[config.mk]
export PLATFORM = sky130hd
export DESIGN_NAME = seq_scan_ctrl
export DESIGN_NICKNAME = d
export VERILOG_FILES = /design/src/rtl/seq_scan_pkg.sv /design/src/rtl/seq101_det.sv /design/src/rtl/seq_scan_ctrl.sv
export SDC_FILE = /design/constraint.sdc
export NUM_CORES = 1
export LEC_CHECK = 0
export ABC_AREA = 1
export CORE_MARGIN = 4
export CORE_UTILIZATION = 50
export DETAILED_ROUTE_END_ITERATION = 6
export GPL_TIMING_DRIVEN = 0
export HOLD_SLACK_MARGIN = 0.1
export PLACE_DENSITY = 0.75
export SETUP_SLACK_MARGIN = 0.05
export SLEW_MARGIN = 5
export SYNTH_ARGS = -nofsm -noshare
export SYNTH_HDL_FRONTEND = slang
export SYNTH_SLANG_ARGS = --single-unit
[constraint.sdc]
create_clock -name clk -period 1.6 [get_ports clk]
set_clock_uncertainty 0.1 [all_clocks]
set_input_delay 0.32 -clock clk [delete_from_list [all_inputs] [get_ports clk]]
set_output_delay 0.32 -clock clk [all_outputs]
set_load 0.01 [all_outputs]
[src/rtl/seq_scan_pkg.sv]
// Shared types and defaults for the word-level "101" scan controller.
package seq_scan_pkg;

  localparam int unsigned SCAN_W_DEFAULT = 8;

  typedef enum logic [1:0] {
    S0 = 2'b00,
    S1 = 2'b01,
    S2 = 2'b10
  } det_state_t;

  typedef enum logic [1:0] {
    IDLE,
    SHIFT,
    DRAIN,
    DONE
  } scan_state_t;

endpackage

[src/rtl/seq101_det.sv]
// Bit-serial overlapping "101" detector with enable and synchronous clear.
module seq101_det
  import seq_scan_pkg::*;
(
  input  logic clk,
  input  logic rst,
  input  logic en,
  input  logic clr,
  input  logic d,
  output logic out
);

  det_state_t state;

  // State only moves when enabled, so context survives idle gaps
  always_ff @(posedge clk or posedge rst) begin
    if (rst) begin
      state <= S0;
      out   <= 1'b0;
    end else if (clr) begin
      state <= S0;
      out   <= 1'b0;
    end else if (en) begin
      out <= (state == S2) && d;
      case (state)
        S0:      state <= d ? S1 : S0;
        S1:      state <= d ? S1 : S2;
        S2:      state <= d ? S1 : S0;
        default: state <= S0;
      endcase
    end else begin
      out <= 1'b0;
    end
  end

  a_s0_d1: assert property (@(posedge clk) disable iff (rst)
    (en && !clr && state == S0 && d) |=> (state == S1 && !out));
  a_s0_d0: assert property (@(posedge clk) disable iff (rst)
    (en && !clr && state == S0 && !d) |=> (state == S0 && !out));
  a_s1_d1: assert property (@(posedge clk) disable iff (rst)
    (en && !clr && state == S1 && d) |=> (state == S1 && !out));
  a_s1_d0: assert property (@(posedge clk) disable iff (rst)
    (en && !clr && state == S1 && !d) |=> (state == S2 && !out));
  a_s2_d1: assert property (@(posedge clk) disable iff (rst)
    (en && !clr && state == S2 && d) |=> (state == S1 && out));
  a_s2_d0: assert property (@(posedge clk) disable iff (rst)
    (en && !clr && state == S2 && !d) |=> (state == S0 && !out));
  a_hold: assert property (@(posedge clk) disable iff (rst)
    (!en && !clr) |=> (!out && $stable(state)));

endmodule

[src/rtl/seq_scan_ctrl.sv]
// Word-level controller: shifts a word MSB-first through the "101" detector
// and returns the per-bit match mask and match count.
module seq_scan_ctrl
  import seq_scan_pkg::*;
#(
  parameter int unsigned W     = SCAN_W_DEFAULT,
  parameter int unsigned CNT_W = $clog2(W + 1)
) (
  input  logic             clk,
  input  logic             rst,
  input  logic             keep_ctx,
  input  logic             in_valid,
  output logic             in_ready,
  input  logic [W-1:0]     in_data,
  output logic             res_valid,
  input  logic             res_ready,
  output logic [W-1:0]     res_mask,
  output logic [CNT_W-1:0] res_count
);

  localparam int unsigned BIT_W = $clog2(W);

  scan_state_t      state;
  logic [W-1:0]     sreg;
  logic [BIT_W-1:0] bit_cnt;
  logic             det_out;
  logic             accept;
  logic             det_en;
  logic             det_clr;

  assign in_ready = (state == IDLE) || ((state == DONE) && res_ready);
  assign accept   = in_valid && in_ready;
  assign det_en   = (state == SHIFT);
  assign det_clr  = accept && !keep_ctx;

  seq101_det u_det (
    .clk (clk),
    .rst (rst),
    .en  (det_en),
    .clr (det_clr),
    .d   (sreg[W-1]),
    .out (det_out)
  );

  // The match pulse lags its bit by one cycle, so the mask shifts in from
  // SHIFT cycle 1 through DRAIN: W pulses land MSB-first in bit order.
  always_ff @(posedge clk or posedge rst) begin
    if (rst) begin
      state     <= IDLE;
      sreg      <= '0;
      bit_cnt   <= '0;
      res_valid <= 1'b0;
      res_mask  <= '0;
      res_count <= '0;
    end else begin
      case (state)
        IDLE: begin
          if (accept) begin
            sreg      <= in_data;
            bit_cnt   <= '0;
            res_mask  <= '0;
            res_count <= '0;
            state     <= SHIFT;
          end
        end
        SHIFT: begin
          sreg    <= {sreg[W-2:0], 1'b0};
          bit_cnt <= bit_cnt + BIT_W'(1);
          if (bit_cnt != '0) begin
            res_mask  <= {res_mask[W-2:0], det_out};
            res_count <= res_count + CNT_W'(det_out);
          end
          if (bit_cnt == BIT_W'(W - 1)) state <= DRAIN;
        end
        DRAIN: begin
          res_mask  <= {res_mask[W-2:0], det_out};
          res_count <= res_count + CNT_W'(det_out);
          res_valid <= 1'b1;
          state     <= DONE;
        end
        DONE: begin
          if (res_ready) begin
            res_valid <= 1'b0;
            if (accept) begin
              sreg      <= in_data;
              bit_cnt   <= '0;
              res_mask  <= '0;
              res_count <= '0;
              state     <= SHIFT;
            end else begin
              state <= IDLE;
            end
          end
        end
        default: state <= IDLE;
      endcase
    end
  end

  a_latency: assert property (@(posedge clk) disable iff (rst)
    accept |=> ##(W + 1) $rose(res_valid));
  a_res_stable: assert property (@(posedge clk) disable iff (rst)
    (res_valid && !res_ready) |=> (res_valid && $stable(res_mask) && $stable(res_count)));
  a_busy_no_ready: assert property (@(posedge clk) disable iff (rst)
    (state == SHIFT || state == DRAIN) |-> !in_ready);

endmodule

# == After elaboration in Yosys (flattened, before gate mapping) ==
# Cells that the tools add are included.
# Widths: inputs -> output; s select.
# op_classes
addsub,2
eq_ne,10
reduce_logical,17
muxes,28
# op_table
op,n
$mux 8,5
$pmux 8 s4,1
$pmux 8 s3,1
$pmux 4 s4,1
$mux 2,6
$mux 4,3
$pmux 3 s3,1
$pmux 2 s4,1
$eq 2x2->1 const B,3
$mux 3,2
$reduce_and 2->1,3
$reduce_bool 3->1,2
$mux 1,5
$add 4x1->4,1
$eq 2x1->1 const B,2
$logic_and 1x1->1,4
$logic_not 2->1,2
$ne 2x1->1 const B,2
$ne 2x2->1 const B,2
$pmux 2 s2,1
$reduce_bool 2->1,2
$add 3x1->3 const B,1
$eq 3x3->1 const B,1
$reduce_and 3->1,1
other kinds (4),4
# totals
output_inout_bits,14
reg_bits,29
in_bits,13

# == Longest topological paths before layout ==
# Gate-level depths: netlist (run 1).
# logic_depth
depth_word,7
mapped_depth,10
depth_no_buf,9

# == Hierarchy ==
# A second synthesis (run 1) with hierarchy kept.
# unflattened
cells_unflattened,205
hier_area_um2,1666.6
# by_module_without_submodules
mod,area_each_um2,cells_per_inst,n_inst
seq_scan_ctrl,1525.2,187,1
seq101_det,141.4,18,1

# == Worst setup path after synthesis (run 1) ==
# OpenSTA, ideal clock, no wires.
# synth_timing
path_kind,reg-to-reg
start,register state[0]
end,register bit_cnt[1]
arrival_ps,1244
path_buffers,1
required_time_ps,1383
path_stages_with_launch,9
period_less_slack_ps,1461
path_slack_ps,139
cell_sequence,dfrtp_1 > ha_1 > nand2_2 > nand2_2 > nand2_4 > nand2_4 > buf_4 > nand3b_1 > nand2_1
# synth_via
elab_chain_cells,7
# synth_lines
item,line_no,rtl
start: declaration,seq_scan_ctrl.sv:23,scan_state_t state;
start signal: assignment,seq_scan_ctrl.sv:49,state <= IDLE;
start signal: assignment,seq_scan_ctrl.sv:63,state <= SHIFT;
start signal: assignment,seq_scan_ctrl.sv:73,if (bit_cnt == BIT_W'(W - 1)) state <= DRAIN;
$eq 2x2->1,seq_scan_ctrl.sv:31,assign in_ready = (state == IDLE) || ((state == DONE) && res_ready);
$logic_and 1x1->1,seq_scan_ctrl.sv:31,
$logic_or 1x1->1 *,seq_scan_ctrl.sv:31,
net in_ready,seq_scan_ctrl.sv:13,"output logic in_ready,"
$logic_and 1x1->1 *,seq_scan_ctrl.sv:32,assign accept = in_valid && in_ready;
$mux 3 *,n/a,
$mux 3,n/a,
$pmux 3 s3 *,seq_scan_ctrl.sv:56,case (state)
end signal: assignment,seq_scan_ctrl.sv:68,bit_cnt <= bit_cnt + BIT_W'(1);
end: declaration,seq_scan_ctrl.sv:25,logic [BIT_W-1:0] bit_cnt;
# The timed path passes the listed nets; every way through them passes the cells marked *. The select of a mux whose other input is x is not followed.
# A chain may end at the register's enable or synchronous reset.

# == Worst setup path after layout (run 1) ==
# layout_timing
start,register state[0]
end,output port in_ready
# layout_via
elab_chain_cells,3
# layout_lines
item,line_no
$eq 2x2->1,seq_scan_ctrl.sv:31
$logic_and 1x1->1,seq_scan_ctrl.sv:31
$logic_or 1x1->1 *,seq_scan_ctrl.sv:31
end: declaration,seq_scan_ctrl.sv:13
# Mark *: on every way between the ends. The rest lies on a longest branch, timed or not.

==> flow_summary.html, run 1 <==
<table>
<tr><th>Metric</th><th>Value</th></tr>
<tr><th colspan="2">STA</th></tr>
<tr><td>Unrepaired setup endpoints after global routing</td><td>true</td></tr>
<tr><td>Worst hold margin</td><td>between 0.3 and 0.4 ns</td></tr>
<tr><td>Setup Viol. Count Final</td><td>6</td></tr>
<tr><td>Final hold violation count</td><td>0</td></tr>
<tr><td>Final worst path period share</td><td>1.04</td></tr>
<tr><td>Minimum clock period after layout</td><td>1.67 ns</td></tr>
<tr><td>Max-Slew Margin vs Limit</td><td>0.574</td></tr>
<tr><td>Max Freq</td><td>599 MHz</td></tr>
<tr><td>Setup WS post-layout</td><td>-0.0681 ns</td></tr>
<tr><td>Final slew viol count</td><td>0</td></tr>
<tr><td>Transition time at the pin with the least slew margin</td><td>around 0.64 ns</td></tr>
<tr><th colspan="2">Worst hold path</th></tr>
<tr><td>Tightest Hold Check Type</td><td>input port to async pin</td></tr>
<tr><th colspan="2">Cells and area</th></tr>
<tr><td>Nets</td><td>roughly 270</td></tr>
<tr><td>Fraction of layout instances using a drive strength above 1</td><td>0.215</td></tr>
<tr><td>Inserted Diodes</td><td>0</td></tr>
<tr><td>Final instance area</td><td>between 2000 and 2500 sq um</td></tr>
<tr><td>Area growth from synthesis to final layout</td><td>37.2%</td></tr>
<tr><td>Number of fill cells</td><td>about 220</td></tr>
<tr><td>Total area of multi-input combinational cells</td><td>slightly above 800 sq um</td></tr>
<tr><td>Area taken by flip-flops and latches</td><td>between 700 and 800 sq um</td></tr>
<tr><th colspan="2">Synthesis</th></tr>
<tr><td>Post-synth net total</td><td>around 220</td></tr>
<tr><td>Yosys cell types</td><td>17</td></tr>
<tr><td>Number of cells produced by synthesis</td><td>a little under 200</td></tr>
<tr><td>Avg Cell Area, Syn</td><td>7.82 sq um</td></tr>
<tr><td>Cell Area, Synth</td><td>~1600 sq um</td></tr>
<tr><td>Sequential area share after synthesis</td><td>0.467</td></tr>
<tr><td>Warnings from Yosys</td><td>0</td></tr>
<tr><td>#FFs+latches synth</td><td>29</td></tr>
<tr><th colspan="2">Place</th></tr>
<tr><td>Buffers on Ports</td><td>26</td></tr>
<tr><td>Routability congestion estimate</td><td>0.800</td></tr>
<tr><td>Worst-case setup slack after placement</td><td>-0.383 ns</td></tr>
<tr><td>Placed cell area</td><td>approximately 1900 sq um</td></tr>
<tr><td>DP Wirelength</td><td>roughly 2400 microns</td></tr>
<tr><th colspan="2">Worst setup path</th></tr>
<tr><td>Required time reported for the critical path endpoint</td><td>between 1 and 1.5 ns</td></tr>
<tr><td>Kind of end point of the critical path</td><td>output port</td></tr>
<tr><td>Crit Path Class</td><td>register to output port</td></tr>
<tr><td>Critical-path maximum fanout</td><td>6</td></tr>
<tr><td>Origin of the critical flop-to-flop path</td><td>state[1]</td></tr>
<tr><td>Crit path DAT</td><td>roughly 1.3 ns</td></tr>
<tr><td>Minimum setup slack among reg-to-reg paths</td><td>-0.01 ns</td></tr>
<tr><td>Worst reg-to-reg path cell count</td><td>10</td></tr>
<tr><td>Type of element launching the critical path</td><td>register</td></tr>
<tr><td>Worst r2r dst</td><td>res_mask[7]</td></tr>
<tr><th colspan="2">Clock tree</th></tr>
<tr><td>Clock Root Buffer</td><td>clkbuf_4</td></tr>
<tr><td>Max Buffers Root-to-Sink</td><td>2</td></tr>
<tr><td>Clock buffers created by TritonCTS</td><td>5</td></tr>
<tr><td>Deepest level of the CTS H-tree</td><td>2</td></tr>
<tr><td>Clk_lat worst skew</td><td>0.33 ns</td></tr>
<tr><td>Clock slew seen by the registers of the worst setup and hold paths</td><td>approximately 0.090 ns</td></tr>
<tr><td>Total number of clock tree sinks</td><td>29</td></tr>
<tr><td>TritonCTS clock tree</td><td>built</td></tr>
<tr><th colspan="2">GRT</th></tr>
<tr><td>GR Util met2</td><td>0.370</td></tr>
<tr><td>Vias in the first global route</td><td>between 1,500 and 2,000</td></tr>
<tr><td>Met1 usage</td><td>0.251</td></tr>
<tr><td>Number of antenna violations at the first check in global routing</td><td>0</td></tr>
<tr><td>Grt ovf</td><td>0</td></tr>
<tr><td>Maximum number of pins on one net before global-route repair</td><td>30</td></tr>
<tr><td>First-pass GRT wire length</td><td>~6800 microns</td></tr>
<tr><td>GRT Overall Usage</td><td>0.216</td></tr>
<tr><td>Met3 Resource Use GR</td><td>0.0683</td></tr>
<tr><td>Layer with the highest usage after global routing</td><td>met2</td></tr>
<tr><th colspan="2">Drt</th></tr>
<tr><td>DRC marker count from the first detailed-route iteration</td><td>~120</td></tr>
<tr><td>Remaining DRCs</td><td>0</td></tr>
<tr><td>Via total after detailed routing</td><td>approximately 1,500</td></tr>
<tr><td>1st-pass router iterations</td><td>4</td></tr>
<tr><td>Via/cell ratio</td><td>approximately 5.3</td></tr>
<tr><td>Routed wire length per instance</td><td>~14 microns</td></tr>
<tr><td>Detailed-route wire length</td><td>around 3800 microns</td></tr>
<tr><td>Number of nets with antenna violations after detailed routing</td><td>0</td></tr>
<tr><th colspan="2">Floorplanning</th></tr>
<tr><td>Number of standard-cell rows in the floorplan</td><td>19</td></tr>
<tr><td>Die area</td><td>4070 sq um</td></tr>
<tr><td>Die extent in x</td><td>~64 microns</td></tr>
<tr><td>Die Ht</td><td>~64 microns</td></tr>
<tr><td>Top-Level Pins</td><td>27</td></tr>
<tr><td>Effective utilization at floorplan</td><td>0.545</td></tr>
<tr><td>Core Box Area</td><td>about 2900 sq um</td></tr>
<tr><th colspan="2">Status</th></tr>
<tr><td>Status</td><td>finished, violations left</td></tr>
<tr><td>Failing checks</td><td>setup timing</td></tr>
<tr><th colspan="2">Power and ir drop</th></tr>
<tr><td>Total chip power</td><td>3.99 mW</td></tr>
<tr><td>Worst-case vdd ir drop</td><td>1.16 mV</td></tr>
<tr><td>Total power per unit cell area</td><td>1870 nW/um^2</td></tr>
<tr><td>Leakage Power</td><td>1.19 nW</td></tr>
<tr><th colspan="2">Run</th></tr>
<tr><td>Max-cap violations</td><td>0</td></tr>
</table>
-- state kept, by name (all words and copies together), names as in the netlist --
name,count
u_det.state,2
bit_cnt,3
res_valid,1
res_mask,8
res_count,4
u_det.out,1
sreg,8
state,2
-- cell usage in the layout (no fill, tap or decap), drive strengths merged --
cell type / n
a21oi: 4
buf: 20
clkbuf: 6
clkdlybuf4s50: 12
clkinv: 2
clkinvlp: 1
dfrtp: 29
dlygate4sd2: 13
ha: 10
inv: 15
nand2: 101
nand3: 13
nand3b: 3
nand4: 3
nor2: 10
o21ai: 3
xnor2: 1
-- per-stage QoR --
step	utilization	setup TNS [ns]	std cells
after global placement	0.650	-8.17	256
after global routing	0.748	-1.90	277
after detailed placement	0.650	-9.30	256
final	0.748	-0.0989	277
after floorplan	-	0	199
after CTS	0.728	-0.156	275
-- report_power, final --
| part | internal [mW] | switching (mW) |
|---|---|---|
| clock network | 0.167 | 0.270 |
| registers | 0.946 | 0.170 |
| logic | 1.06 | 1.38 |
-- how the worst max path moves through the flow --
| stage | startpoint | endpoint | slack (ns) | cells after the start |
|---|---|---|---|---|
| 4_1_cts | state[1] | in_ready | -0.06 | 5 |
| 3_5_place_dp | res_ready | in_ready | -0.38 | 4 |
| 6_report | state[0] | in_ready | -0.07 | 4 |
| 3_3_place_gp | res_ready | in_ready | -0.37 | 4 |
| 2_1_floorplan | state[0] | bit_cnt[1] | 0.14 | 8 |
| 5_1_grt | state[0] | in_ready | -0.13 | 5 |
-- repair_timing --
action	4_1_cts	5_1_grt
cloned	1	0
pin swaps	4	4
setup buffers	10	2
gates resized for setup	46	13
hold buffers	0	0
endpoints found under the hold margin	0	0
setup endpoints to repair	38	58
-- cell families (layout without fill, tap and decap cells) --
group           after synthesis  count (layout)  share of synthesized area
xor+xnor                      1               1                    0.00563
compound gates                7               7                     0.0225
fa+ha+maj                    10              10                     0.0805
buf+inv                      22              69                     0.0692
flops                        29              29                      0.467
simple gates                130             130                      0.356
-- metal layers --
layer  vias up  wire [microns]
met5         -               0
met3        15             221
met1       695            1570
met2        47            1890
met4         0             136
li1        708               -
-- synth_stat cells (all sizes together) --
cell type / n / area (sq um)
a21oi: 4 / 20.0
buf: 6 / 47.5
dfrtp: 29 / 726
ha: 10 / 125
inv: 16 / 60.1
nand2: 101 / 407
nand3: 13 / 65.1
nand3b: 3 / 22.5
nand4: 3 / 18.8
nor2: 10 / 40.0
o21ai: 3 / 15.0
xnor2: 1 / 8.76
-- worst max-delay path: stages, from the launching register on --
cell and delay [ns]:
dfrtp_2 0.46, ha_4 0.20, nand2_2 0.06, nand2_2 0.07
buf_6 0.12
-- area by class of cell --
class | instances | area share
Timing Repair Buffer | 39 | 0.164
Clock inverter | 2 | 0.00469
Inverter | 16 | 0.0334
Buffer | 6 | 0.0299
Sequential cell | 29 | 0.341
Tap cell | 31 | 0.0182
Multi-Input combinational cell | 148 | 0.389
Clock buffer | 6 | 0.0194
Power figures use the tool's default switching activity.
==> run 2: changes to the inputs <==
--- a/config.mk
+++ b/config.mk
@@ -13,6 +13,7 @@
 export HOLD_SLACK_MARGIN = 0.1
 export PLACE_DENSITY = 0.75
 export SETUP_SLACK_MARGIN = 0.05
+export SKIP_CTS_REPAIR_TIMING = 1
 export SLEW_MARGIN = 5
 export SYNTH_ARGS = -nofsm -noshare
 export SYNTH_HDL_FRONTEND = slang
==> run 2 against run 1 <==
Net effect: the flow still finishes with violations (setup timing); first-iteration DRC count shrank 39%; global-route usage shrank 2.6 points; critical endpoint unchanged; die area is the same; critical path depth is the same; cell area grew 6.0%; worst setup slack lost 0.025 ns; sequential cell count is the same; clock power shrank 2%.
==> flow_summary.html, run 2 (synthesis gave the netlist of run 1 again) <==
<table>
<tr><th>Metric</th><th>Value</th></tr>
<tr><th colspan="2">Drt</th></tr>
<tr><td>Via total after detailed routing</td><td>1,470 (was 1,465)</td></tr>
<tr><td>Routed wire length per instance</td><td>14.7 microns (was 13.8 microns)</td></tr>
<tr><td>Detailed-route wire length</td><td>4060 microns (was 3810 microns)</td></tr>
<tr><td>Via/cell ratio</td><td>5.33 (was 5.29)</td></tr>
<tr><td>DRC marker count from the first detailed-route iteration</td><td>70 (was 115)</td></tr>
<tr><td>1st-pass router iterations</td><td>4 (unchanged)</td></tr>
<tr><td>Remaining DRCs</td><td>0 (unchanged)</td></tr>
<tr><td>Number of nets with antenna violations after detailed routing</td><td>0 (unchanged)</td></tr>
<tr><th colspan="2">Floorplanning</th></tr>
<tr><td>Number of standard-cell rows in the floorplan</td><td>19 (unchanged)</td></tr>
<tr><td>Die extent in x</td><td>63.8 microns (unchanged)</td></tr>
<tr><td>Top-Level Pins</td><td>27 (unchanged)</td></tr>
<tr><td>Die Ht</td><td>63.8 microns (unchanged)</td></tr>
<tr><td>Die area</td><td>4070 sq um (unchanged)</td></tr>
<tr><td>Effective utilization at floorplan</td><td>0.545 (unchanged)</td></tr>
<tr><td>Core Box Area</td><td>2850 sq um (unchanged)</td></tr>
<tr><th colspan="2">GRT</th></tr>
<tr><td>Maximum number of pins on one net before global-route repair</td><td>30 (unchanged)</td></tr>
<tr><td>Number of antenna violations at the first check in global routing</td><td>0 (unchanged)</td></tr>
<tr><td>Grt ovf</td><td>0 (unchanged)</td></tr>
<tr><td>GRT Overall Usage</td><td>0.191 (was 0.216)</td></tr>
<tr><td>Vias in the first global route</td><td>1,408 (was 1,513)</td></tr>
<tr><td>First-pass GRT wire length</td><td>6020 microns (was 6770 microns)</td></tr>
<tr><th colspan="2">Power and ir drop</th></tr>
<tr><td>Internal power consumption</td><td>2.30 mW (was 2.17 mW)</td></tr>
<tr><td>Switching Power</td><td>2.00 mW (was 1.82 mW)</td></tr>
<tr><td>Switching portion of total power</td><td>0.465 (was 0.455)</td></tr>
<tr><td>Power share of the clock group</td><td>0.099 (was 0.110)</td></tr>
<tr><td>Leakage Power</td><td>1.40 nW (was 1.19 nW)</td></tr>
<tr><td>Total power per unit cell area</td><td>1900 nW/um^2 (was 1870 nW/um^2)</td></tr>
<tr><td>Worst-case vdd ir drop</td><td>1.20 mV (was 1.16 mV)</td></tr>
<tr><td>Comb power frac</td><td>0.628 (was 0.611)</td></tr>
<tr><td>Power share of the sequential group</td><td>0.272 (was 0.279)</td></tr>
<tr><th colspan="2">Status</th></tr>
<tr><td>Failing checks</td><td>setup timing (unchanged)</td></tr>
<tr><td>Status</td><td>finished, violations left (unchanged)</td></tr>
<tr><th colspan="2">Place</th></tr>
<tr><td>Placed cell area</td><td>1850 sq um (unchanged)</td></tr>
<tr><td>Routability congestion estimate</td><td>0.800 (unchanged)</td></tr>
<tr><td>Buffers on Ports</td><td>26 (unchanged)</td></tr>
<tr><td>DP Wirelength</td><td>2440 microns (unchanged)</td></tr>
<tr><th colspan="2">STA</th></tr>
<tr><td>Max Freq</td><td>591 MHz (was 599 MHz)</td></tr>
<tr><td>Max-Slew Margin vs Limit</td><td>0.577 (was 0.574)</td></tr>
<tr><td>Final hold violation count</td><td>0 (unchanged)</td></tr>
<tr><td>Setup Viol. Count Final</td><td>5 (was 6)</td></tr>
<tr><td>Final slew viol count</td><td>0 (unchanged)</td></tr>
<tr><td>Post-route setup TNS</td><td>-0.133 ns (was -0.0989 ns)</td></tr>
<tr><td>Transition time at the pin with the least slew margin</td><td>0.633 ns (was 0.638 ns)</td></tr>
<tr><td>Minimum clock period after layout</td><td>1.69 ns (was 1.67 ns)</td></tr>
<tr><td>Unrepaired setup endpoints after global routing</td><td>true (unchanged)</td></tr>
<tr><td>Setup WS post-layout</td><td>-0.0934 ns (was -0.0681 ns)</td></tr>
<tr><td>Final worst path period share</td><td>1.06 (was 1.04)</td></tr>
<tr><th colspan="2">Worst setup path</th></tr>
<tr><td>Worst r2r dst</td><td>sreg[7] (was res_mask[7])</td></tr>
<tr><td>Kind of end point of the critical path</td><td>output port (unchanged)</td></tr>
<tr><td>Origin of the critical flop-to-flop path</td><td>state[1] (unchanged)</td></tr>
<tr><td>Type of element launching the critical path</td><td>register (unchanged)</td></tr>
<tr><td>Minimum setup slack among reg-to-reg paths</td><td>-0.02 ns (was -0.01 ns)</td></tr>
<tr><td>Crit path DAT</td><td>1.27 ns (was 1.25 ns)</td></tr>
<tr><td>Worst reg-to-reg path cell count</td><td>11 (was 10)</td></tr>
<tr><td>Required time reported for the critical path endpoint</td><td>1.18 ns (about the same)</td></tr>
<tr><td>Critical-path maximum fanout</td><td>4 (was 6)</td></tr>
<tr><td>Crit Path Class</td><td>register to output port (unchanged)</td></tr>
<tr><th colspan="2">Cells and area</th></tr>
<tr><td>Nets</td><td>267 (was 268)</td></tr>
<tr><td>Area growth from synthesis to final layout</td><td>45.5% (was 37.2%)</td></tr>
<tr><td>Most frequent cells in the layout</td><td>nand2_1, dfrtp_1, nand2_2, dlymetal6s2s_1 (was nand2_1, dfrtp_1, dlygate4sd2_1)</td></tr>
<tr><td>Most frequent standard cell in the layout excluding fill and tap cells</td><td>nand2_1 (unchanged)</td></tr>
<tr><td>Largest registers</td><td>res_mask x8, sreg x8, res_count x4 (unchanged)</td></tr>
<tr><td>Fraction of layout instances using a drive strength above 1</td><td>0.310 (was 0.215)</td></tr>
<tr><td>Inserted Diodes</td><td>0 (unchanged)</td></tr>
<tr><td>Final instance area</td><td>2260 sq um (was 2130 sq um)</td></tr>
<tr><th colspan="2">Clock tree</th></tr>
<tr><td>TritonCTS clock tree</td><td>built (unchanged)</td></tr>
<tr><td>Clock slew seen by the registers of the worst setup and hold paths</td><td>0.10 ns (was 0.09 ns)</td></tr>
<tr><td>Max Buffers Root-to-Sink</td><td>2 (unchanged)</td></tr>
<tr><td>Clock Root Buffer</td><td>clkbuf_4 (unchanged)</td></tr>
<tr><td>Clock buffers created by TritonCTS</td><td>5 (unchanged)</td></tr>
<tr><td>Clk_lat worst skew</td><td>0.33 ns (about the same)</td></tr>
<tr><td>Total number of clock tree sinks</td><td>29 (unchanged)</td></tr>
<tr><td>Deepest level of the CTS H-tree</td><td>2 (unchanged)</td></tr>
<tr><th colspan="2">Run</th></tr>
<tr><td>Max-cap violations</td><td>0 (unchanged)</td></tr>
<tr><th colspan="2">Worst hold path</th></tr>
<tr><td>Tightest Hold Check Type</td><td>input port to async pin (unchanged)</td></tr>
</table>
run 2: routing by layer:
| metal | wire length [microns] | share of wire | vias up | GRT usage |
|---|---|---|---|---|
| met5 | 0 | 0 | - | 0 |
| met4 | 145 | 0.036 | 0 | 0.0970 |
| met3 | 226 | 0.056 | 15 | 0.0701 |
| met2 | 2050 | 0.50 | 52 | 0.308 |
| met1 | 1640 | 0.40 | 694 | 0.223 |
| li1 | - | - | 709 | - |
run 2: layout make-up:
type,instances,area [sq um]
clock buffers,6,41.3
fillers,182,591
multi-input cells,148,908
inverters,16,71.3
repair buffers,38,407
well taps,31,38.8
flip-flops and latches,29,728
clock inverters,2,10.0
plain buffers,6,57.6
run 2: power groups by stage:
stage	registers (mW)	logic [mW]	clock network (mW)
final	1.17	2.71	0.428
after global routing	1.20	2.95	0.478
after CTS	1.10	1.72	0.437
after detailed placement	1.11	1.71	0
after global placement	1.09	1.65	0
after floorplan	1.09	1.25	0
run 2: worst max path at each step:
stage	startpoint	slack [ns]	cells past startpoint	endpoint
finish	state[0]	-0.09	4	in_ready
global route	state[0]	-0.14	4	in_ready
CTS	state[0]	-0.63	4	in_ready
global placement	res_ready	-0.37	4	in_ready
detailed placement	res_ready	-0.38	4	in_ready
floorplan	state[0]	0.14	8	bit_cnt[1]
run 2: worst max-delay path, cell delays in order (launching register included):
cell and delay (ns):
dfrtp_2 0.48, ha_4 0.21, nand2_4 0.07, nand2_4 0.07, buf_6 0.12
run 2: metrics by stage:
step	total power, mW	util	std cells	worst slack (ns)	hold WS, ns
6_report	4.31	0.793	276	-0.0934	0.308
5_1_grt	4.64	0.793	276	-0.141	0.348
4_1_cts	3.25	0.668	264	-0.627	0.381
3_5_place_dp	2.82	0.650	256	-0.383	0.359
3_3_place_gp	2.74	0.650	256	-0.369	0.354
2_1_floorplan	2.35	-	199	0.139	0.298
==> run 3: changes to the inputs <==
--- a/config.mk
+++ b/config.mk
@@ -18,3 +18,4 @@
 export SYNTH_ARGS = -nofsm -noshare
 export SYNTH_HDL_FRONTEND = slang
 export SYNTH_SLANG_ARGS = --single-unit
+export TNS_END_PERCENT = 10
==> run 3 against run 2 <==
Net effect: the flow still finishes with violations (setup timing); sequential power hardly changed; sequential share of layout area is 1.6 points higher; die area stayed put; wire length is 4.2% lower; first-iteration DRC count is 5.7% lower; critical endpoint unchanged.
==> flow_summary.html, run 3 (synthesis gave the netlist of run 1 again) <==
<table>
<tr><th>Metric</th><th>Value</th></tr>
<tr><th colspan="2">Status</th></tr>
<tr><td>Status</td><td>finished, violations left (unchanged)</td></tr>
<tr><td>Failing checks</td><td>setup timing (unchanged)</td></tr>
<tr><th colspan="2">Cells and area</th></tr>
<tr><td>Fraction of layout instances using a drive strength above 1</td><td>0.241 (was 0.310)</td></tr>
<tr><td>Nets</td><td>263 (was 267)</td></tr>
<tr><td>Number of standard cells in the final layout excluding fillers</td><td>272 (was 276)</td></tr>
<tr><td>Area growth from synthesis to final layout</td><td>38.5% (was 45.5%)</td></tr>
<tr><td>Inserted Diodes</td><td>0 (unchanged)</td></tr>
<tr><td>Final instance area</td><td>2150 sq um (was 2260 sq um)</td></tr>
<tr><td>Number of fill cells</td><td>208 (was 182)</td></tr>
<tr><td>Largest registers</td><td>res_mask x8, sreg x8, res_count x4 (unchanged)</td></tr>
<tr><td>Most frequent cells in the layout</td><td>nand2_1, dfrtp_1, nand2_2, dlymetal6s2s_1 (unchanged)</td></tr>
<tr><td>Most frequent standard cell in the layout excluding fill and tap cells</td><td>nand2_1 (unchanged)</td></tr>
<tr><th colspan="2">Worst setup path</th></tr>
<tr><td>Minimum setup slack among reg-to-reg paths</td><td>-0.01 ns (was -0.02 ns)</td></tr>
<tr><td>Kind of end point of the critical path</td><td>output port (unchanged)</td></tr>
<tr><td>Origin of the critical flop-to-flop path</td><td>state[0] (was state[1])</td></tr>
<tr><td>Worst reg-to-reg path cell count</td><td>10 (was 11)</td></tr>
<tr><td>Critical-path maximum fanout</td><td>6 (was 4)</td></tr>
<tr><td>Required time reported for the critical path endpoint</td><td>1.18 ns (about the same)</td></tr>
<tr><td>Crit path DAT</td><td>1.28 ns (was 1.27 ns)</td></tr>
<tr><td>Type of element launching the critical path</td><td>register (unchanged)</td></tr>
<tr><td>Crit Path Class</td><td>register to output port (unchanged)</td></tr>
<tr><td>Worst r2r dst</td><td>sreg[5] (was sreg[7])</td></tr>
<tr><th colspan="2">Floorplanning</th></tr>
<tr><td>Die Ht</td><td>63.8 microns (unchanged)</td></tr>
<tr><td>Number of standard-cell rows in the floorplan</td><td>19 (unchanged)</td></tr>
<tr><td>Core Box Area</td><td>2850 sq um (unchanged)</td></tr>
<tr><td>Top-Level Pins</td><td>27 (unchanged)</td></tr>
<tr><td>Die extent in x</td><td>63.8 microns (unchanged)</td></tr>
<tr><td>Die area</td><td>4070 sq um (unchanged)</td></tr>
<tr><td>Effective utilization at floorplan</td><td>0.545 (unchanged)</td></tr>
<tr><th colspan="2">STA</th></tr>
<tr><td>Setup Viol. Count Final</td><td>3 (was 5)</td></tr>
<tr><td>Worst hold margin</td><td>0.301 ns (was 0.308 ns)</td></tr>
<tr><td>Final worst path period share</td><td>1.06 (about the same)</td></tr>
<tr><td>Max-Slew Margin vs Limit</td><td>0.577 (about the same)</td></tr>
<tr><td>Post-route setup TNS</td><td>-0.117 ns (was -0.133 ns)</td></tr>
<tr><td>Minimum clock period after layout</td><td>1.70 ns (was 1.69 ns)</td></tr>
<tr><td>Unrepaired setup endpoints after global routing</td><td>true (unchanged)</td></tr>
<tr><td>Max Freq</td><td>588 MHz (was 591 MHz)</td></tr>
<tr><td>Setup WS post-layout</td><td>-0.100 ns (was -0.0934 ns)</td></tr>
<tr><td>Final slew viol count</td><td>0 (unchanged)</td></tr>
<tr><td>Final hold violation count</td><td>0 (unchanged)</td></tr>
<tr><td>Transition time at the pin with the least slew margin</td><td>0.633 ns (about the same)</td></tr>
<tr><th colspan="2">GRT</th></tr>
<tr><td>First-pass GRT wire length</td><td>6020 microns (unchanged)</td></tr>
<tr><td>Vias in the first global route</td><td>1,408 (unchanged)</td></tr>
<tr><td>Number of antenna violations at the first check in global routing</td><td>0 (unchanged)</td></tr>
<tr><td>Maximum number of pins on one net before global-route repair</td><td>30 (unchanged)</td></tr>
<tr><td>Grt ovf</td><td>0 (unchanged)</td></tr>
<tr><td>GRT Overall Usage</td><td>0.191 (unchanged)</td></tr>
<tr><th colspan="2">Drt</th></tr>
<tr><td>1st-pass router iterations</td><td>4 (unchanged)</td></tr>
<tr><td>Detailed-route wire length</td><td>3890 microns (was 4060 microns)</td></tr>
<tr><td>Routed wire length per instance</td><td>14.3 microns (was 14.7 microns)</td></tr>
<tr><td>Remaining DRCs</td><td>0 (unchanged)</td></tr>
<tr><td>Via total after detailed routing</td><td>1,413 (was 1,470)</td></tr>
<tr><td>DRC marker count from the first detailed-route iteration</td><td>66 (was 70)</td></tr>
<tr><td>Number of nets with antenna violations after detailed routing</td><td>0 (unchanged)</td></tr>
<tr><td>Via/cell ratio</td><td>5.19 (was 5.33)</td></tr>
<tr><th colspan="2">Clock tree</th></tr>
<tr><td>Clock buffers created by TritonCTS</td><td>5 (unchanged)</td></tr>
<tr><td>Clk_lat worst skew</td><td>0.33 ns (about the same)</td></tr>
<tr><td>Clock slew seen by the registers of the worst setup and hold paths</td><td>0.10 ns (about the same)</td></tr>
<tr><td>Clock Root Buffer</td><td>clkbuf_4 (unchanged)</td></tr>
<tr><td>Deepest level of the CTS H-tree</td><td>2 (unchanged)</td></tr>
<tr><td>Max Buffers Root-to-Sink</td><td>2 (unchanged)</td></tr>
<tr><td>TritonCTS clock tree</td><td>built (unchanged)</td></tr>
<tr><td>Total number of clock tree sinks</td><td>29 (unchanged)</td></tr>
<tr><th colspan="2">Place</th></tr>
<tr><td>Worst-case setup slack after placement</td><td>-0.383 ns (unchanged)</td></tr>
<tr><td>Buffers on Ports</td><td>26 (unchanged)</td></tr>
<tr><td>Placed cell area</td><td>1850 sq um (unchanged)</td></tr>
<tr><td>DP Wirelength</td><td>2440 microns (unchanged)</td></tr>
<tr><td># placed instances</td><td>256 (unchanged)</td></tr>
<tr><td>Routability congestion estimate</td><td>0.800 (unchanged)</td></tr>
<tr><th colspan="2">Worst hold path</th></tr>
<tr><td>Tightest Hold Check Type</td><td>input port to async pin (unchanged)</td></tr>
<tr><th colspan="2">Power and ir drop</th></tr>
<tr><td>Worst-case vdd ir drop</td><td>1.15 mV (was 1.20 mV)</td></tr>
<tr><td>Leakage Power</td><td>1.35 nW (was 1.40 nW)</td></tr>
<tr><td>Total power per unit cell area</td><td>1860 nW/um^2 (was 1900 nW/um^2)</td></tr>
<tr><th colspan="2">Run</th></tr>
<tr><td>Max-cap violations</td><td>0 (unchanged)</td></tr>
</table>
-- run 3: cell types whose count changed in the layout (fill, tap and decap cells not counted), sizes merged --
cell  change
buf       -4
-- run 3: how the worst max path moves through the flow --
stage / slack [ns] / startpoint / cells past startpoint / endpoint
floorplan: 0.14 / state[0] / 8 / bit_cnt[1]
finish: -0.10 / state[0] / 4 / in_ready
global route: -0.16 / state[0] / 5 / in_ready
CTS: -0.63 / state[0] / 4 / in_ready
global placement: -0.37 / res_ready / 4 / in_ready
detailed placement: -0.38 / res_ready / 4 / in_ready
-- run 3: cell type report --
class / instances / area (sq um) / share of cell area
inverter: 16 / 68.8 / 0.0320
buffer: 6 / 53.8 / 0.0250
clock buffer: 6 / 41.3 / 0.0192
sequential: 29 / 728 / 0.338
clock inverter: 2 / 10.0 / 0.00465
multi-input combinational: 148 / 847 / 0.393
tap: 31 / 38.8 / 0.0180
timing repair buffer: 34 / 365 / 0.170
-- run 3: report_power, final --
part / internal, mW / switching [mW] / leakage, nW
Combinational: 1.02 / 1.40 / 0.938
Sequential: 0.949 / 0.199 / 0.383
Clock: 0.167 / 0.259 / 0.0320
Total: 2.14 / 1.86 / 1.35
-- run 3: worst max-delay path, cell delays in order (launching register included) --
cell	delay, ns
dfrtp_2	0.48
ha_4	0.21
nand2_4	0.07
nand2_4	0.07
buf_6	0.12
-- run 3: routing by layer --
| metal | wire length [microns] | vias up | GRT usage |
|---|---|---|---|
| met1 | 1670 | 654 | 0.223 |
| met5 | 0 | - | 0 |
| li1 | - | 699 | - |
| met3 | 172 | 11 | 0.0701 |
| met2 | 1940 | 49 | 0.308 |
| met4 | 110 | 0 | 0.0970 |
-- run 3: stage by stage --
step                 util  power [mW]
global route        0.755        4.31
CTS                 0.668        3.25
finish              0.755        4.00
global placement    0.650        2.74
detailed placement  0.650        2.82
floorplan               -        2.35
==> patch 1 (settings of run 3) <==
`SCAN_W_DEFAULT`: 8 -> 4.
--- a/src/rtl/seq_scan_pkg.sv
+++ b/src/rtl/seq_scan_pkg.sv
@@ -1,7 +1,7 @@
 // Shared types and defaults for the word-level "101" scan controller.
 package seq_scan_pkg;
 
-  localparam int unsigned SCAN_W_DEFAULT = 8;
+  localparam int unsigned SCAN_W_DEFAULT = 4;
 
   typedef enum logic [1:0] {
     S0 = 2'b00,
Ports: changed (resized in_data, res_count and res_mask); port bits go from 27 to 18. The function was not compared with the original's and may differ.
==> patch 1 against run 3 <==
  * The flow still finishes with violations (negative setup slack)
  * Synthesized area shrank 28%
  * Sequential power shrank 32%
  * Combinational power shrank 33%
  * Sequential cell count shrank 10
  * Hold slack gained 0.014 ns
  * Utilization shrank 3.1 points
  * Setup slack gained 0.013 ns
  * Total power shrank 33%
  * Routed wire length shrank 38%
  * Cell area shrank 31%
  * Largest cell class unchanged
  * Clock power shrank 39%
  * Highest routed layer unchanged
==> patch 1: results (changes against run 3) <==
Avg Cell Area, Syn 7.92 um2 (+1.3%); list of most frequent post-synthesis cells nand2_1, dfrtp_1, inv_1; CP startpoint state[1]; crit path DAT 1.27 ns; Largest regs res_mask: 4 flops, sreg: 4 flops, res_count: 3 flops; largest net degree at the start of global routing 20 (-33%); slowest CP cell dfrtp_2; Cell Area, Placed 1320 um2 (-29%); GRT Util Overall 0.147 (-0.0440); syn nets 159 (-28%); Lkg Pwr 0.900 nW (-33%); FF-to-FF path depth 9 (-1); drt wl/cell 12.4 um (-13%); initial DRC count 24 (-64%); Synth Area in Compound Gates 0.0303 (+0.00774); post-synthesis xor/xnor area fraction 0 (-0.00563); DP HPWL 1640 um (-33%); status finished with violations; n_diodes 0 (unchanged); vias in the first global route 876 (-38%); CTS buffer count 3 (-2); Yosys top cell area share 0.426 (-0.0406); IO Port Bufs 17 (-35%); first-pass GRT wire length 3710 um (-38%); Clk Latency, worst-skew pair 0.31 ns (-0.02 ns); routed vias 996 (-30%); Final GP Congestion 0.729 (-8.9%); maximum VDD drop 0.00162 V (+41%); setup ws final -0.0867 ns (+0.0134 ns); FILL cells 152 (-27%); WL final 2400 um (-38%); Layout Nets 185 (-30%); Final Setup Violations 1 (-2); Slew @ Worst Pin 0.706 ns (+0.0727 ns); async set-reset flop share out of synthesis 1.00 (unchanged); ratio of cells with drive above 1 in the final layout 0.229 (-0.0117); Post-Synth Adder-Cell Area 0.101 (+0.0204); CP max FO 5 (-1); clk slew on worst S/H paths 0.13 ns (+0.03 ns); Area contributors post-synth dfrtp_1, nand2_1, ha_1; Seq/Total Area, Yosys 0.426 (-0.0406); H-tree Lvls 1 (-1); failing checks negative setup slack
-- patch 1: cell count changes in the layout (fill, tap and decap cells not counted), sizes merged, moves of 2 or more --
| cell | change |
|---|---|
| nand4 | -3 |
| clkbuf | -4 |
| dfrtp | -10 |
| buf | -8 |
| clkdlybuf4s50 | -4 |
| nand2 | -37 |
| a21oi | -2 |
| nand3b | -2 |
| inv | +3 |
| dlymetal6s2s | -5 |
-- patch 1: metal layers --
layer  up-vias  wire length, um  global-route usage
met2        30             1190               0.255
met5         -                0                   0
li1        488                -                   -
met1       472             1060               0.177
met3         6              114              0.0326
met4         0               29              0.0486
-- patch 1: final cells by class --
cell class | count | share of cell area
clock inverter | 1 | 0.00339
clock buffer | 3 | 0.0152
sequential | 19 | 0.323
timing repair buffer | 21 | 0.152
buffer | 1 | 0.00762
inverter | 19 | 0.0525
tap | 27 | 0.0229
multi-input combinational | 102 | 0.423
-- patch 1: stage by stage --
step           setup slack, ns   util  setup TNS, ns  hold WS [ns]
6_report               -0.0867  0.724        -0.0867         0.316
4_1_cts                 -0.571  0.660          -1.12         0.361
5_1_grt                 -0.141  0.724         -0.167         0.408
3_3_place_gp            -0.420  0.646         -0.763         0.357
2_1_floorplan            0.212      -              0         0.171
3_5_place_dp            -0.414  0.646         -0.796         0.373
-- patch 1: worst paths after layout --
path / end / slack, ns
min reg2reg: res_mask[3] / 0.40
min: res_valid / 0.32
max reg2reg: state[0] / 0.06
max: in_ready / -0.09
max in group asynchronous: state[0] / 0.60
min in group clk: res_mask[3] / 0.40
-- patch 1: report_power, final --
part / switching [W] / total, W / internal (W)
Combinational: 0.000967 / 0.00162 / 0.000655
Sequential: 0.000145 / 0.000782 / 0.000637
Clock: 0.000165 / 0.000259 / 0.0000933
==> patch 2 (config.mk and constraints of run 3) <==
Without the edit above. Make the reset (`rst`) synchronous in 2 clocked blocks.
--- a/src/rtl/seq101_det.sv
+++ b/src/rtl/seq101_det.sv
@@ -13,7 +13,7 @@
   det_state_t state;
 
   // State only moves when enabled, so context survives idle gaps
-  always_ff @(posedge clk or posedge rst) begin
+  always_ff @(posedge clk) begin
     if (rst) begin
       state <= S0;
       out   <= 1'b0;
--- a/src/rtl/seq_scan_ctrl.sv
+++ b/src/rtl/seq_scan_ctrl.sv
@@ -44,7 +44,7 @@
 
   // The match pulse lags its bit by one cycle, so the mask shifts in from
   // SHIFT cycle 1 through DRAIN: W pulses land MSB-first in bit order.
-  always_ff @(posedge clk or posedge rst) begin
+  always_ff @(posedge clk) begin
     if (rst) begin
       state     <= IDLE;
       sreg      <= '0;
Function: differs if rst is asserted again (counterexample within 4 cycles, from zero or initial values and one cycle with rst high); with rst held inactive, the same outputs for 10 cycles.
==> patch 2 against run 3 <==
  * Setup slack better by 0.057 ns
  * Non-clock buffer count down 8
  * Sequential cell count unchanged
  * Cell area down 4.0%
  * Count of clock-buffer cells in the layout unchanged
  * The run still ends with negative setup slack left
  * Routed wire length down 19%
  * Total power down 20%
  * Critical endpoint unchanged
  * Combinational power down 26%
  * Synthesized area up 5.9%
  * Critical path type unchanged
==> patch 2: results (changes against run 3) <==
final instance count without filler cells 288 (+5.9%); Final GP Congestion 0.785 (-1.9%); Largest regs res_mask: 8 flops, sreg: 8 flops, res_count: 4 flops; async set-reset flop share out of synthesis 0 (-1.00); syn nets 234 (+5.4%); Avg Cell Area, Syn 7.80 um2 (-0.15%); maximum VDD drop 0.000848 V (-26%); Rel. slew slack 0.745 (+0.168); n_diodes 0 (unchanged); Lkg Pwr 1.07 nW (-21%); number of vias per cell 4.70 (-9.6%); placed insts 280 (+9.4%); status finished with violations; GRT met2 Usage 0.260 (-0.0473); WL final 3170 um (-19%); Fin. Hold Viols 0 (unchanged); reg2reg setup slack 0.05 ns (+0.06 ns); largest net degree at the start of global routing 11 (-63%); post-route setup TNS -0.0429 ns (+0.0741 ns); CP startpoint state[0]; WL met1 1450 um (-14%); Cell Area, Placed 1950 um2 (+5.3%); Seq/Total Area, Yosys 0.353 (-0.114); FILL cells 305 (+47%); DP HPWL 2280 um (-6.5%); GRT met1 Usage 0.198 (-0.0255); list of most frequent post-synthesis cells nand2_1, dfxtp_1, inv_1; Final Setup Violations 1 (-2); GRT Util Overall 0.165 (-0.0251); Layout Nets 266 (+1.1%); R2R Path End res_mask[2]; Met3 Routed Length 141 um (-18%); Area contributors post-synth dfxtp_1, nand2_1, ha_1; Setup WS pre-CTS -0.343 ns (+0.0401 ns); vias in the first global route 1,302 (-7.5%); Hold WC Path Type input pin to register; met2 WL post-DR 1530 um (-21%); synth unique cells 26 (+9); CP max FO 5 (-1); first-pass GRT wire length 5400 um (-10%); RR Startpoint state[1]; failing checks negative setup slack; setup ws final -0.0429 ns (+0.0573 ns); routing usage on met3 0.0479 (-0.0222); IO Port Bufs 25 (-3.8%); initial DRC count 69 (+4.5%); critical path endpoint in_ready; ratio of cells with drive above 1 in the final layout 0.316 (+0.0749); CTS buffer count 5 (unchanged)
patch 2: changes by cell type after synthesis, sizes merged, moves of 2 or more:
cell	change
nand2	-32
dfrtp	-29
dfxtp	+29
nor2	+17
a21oi	+12
inv	+8
a21boi	+6
nand3b	-3
nand4	-2
o21a	+2
o21ai	+2
patch 2: worst min path at each step:
stage	slack, ns	end	startpoint	cells after the start
finish	0.25	res_mask[7]	rst	2
global route	0.27	res_mask[7]	rst	2
CTS	0.23	res_mask[7]	rst	2
detailed placement	0.35	res_mask[7]	res_mask[7]	2
global placement	0.35	res_mask[7]	res_mask[7]	2
floorplan	0.35	sreg[5]	sreg[5]	2
patch 2: cells by family after synthesis:
| group | Yosys count | share of synthesized area |
|---|---|---|
| simple gates | 111 | 0.346 |
| buf+inv | 32 | 0.103 |
| compound gates | 29 | 0.123 |
| flops | 29 | 0.353 |
| fa+ha+maj | 10 | 0.0760 |
patch 2: worst max-delay path: stages (launching register included):
cell and delay (ns):
dfxtp_4 0.38, inv_2 0.05, ha_2 0.18, inv_1 0.09, nand2_4 0.07, clkbuf_2 0.13
patch 2: cell type report:
| type | count | area [um2] | area share |
|---|---|---|---|
| multi-input cells | 150 | 920 | 0.445 |
| flip-flops and latches | 29 | 589 | 0.285 |
| repair buffers | 25 | 278 | 0.134 |
| inverters | 25 | 109 | 0.0526 |
| plain buffers | 7 | 66.3 | 0.0321 |
| well taps | 44 | 55.1 | 0.0266 |
| clock buffers | 6 | 41.3 | 0.0200 |
| clock inverters | 2 | 10.0 | 0.00484 |
patch 2: power by group:
group,leakage (nW),switching (W),internal (W),total (W)
combinational,0.799,0.00108,0.000703,0.00178
sequential,0.239,0.000108,0.000878,0.000986
clock,0.0320,0.000256,0.000167,0.000423
total,1.07,0.00145,0.00175,0.00319
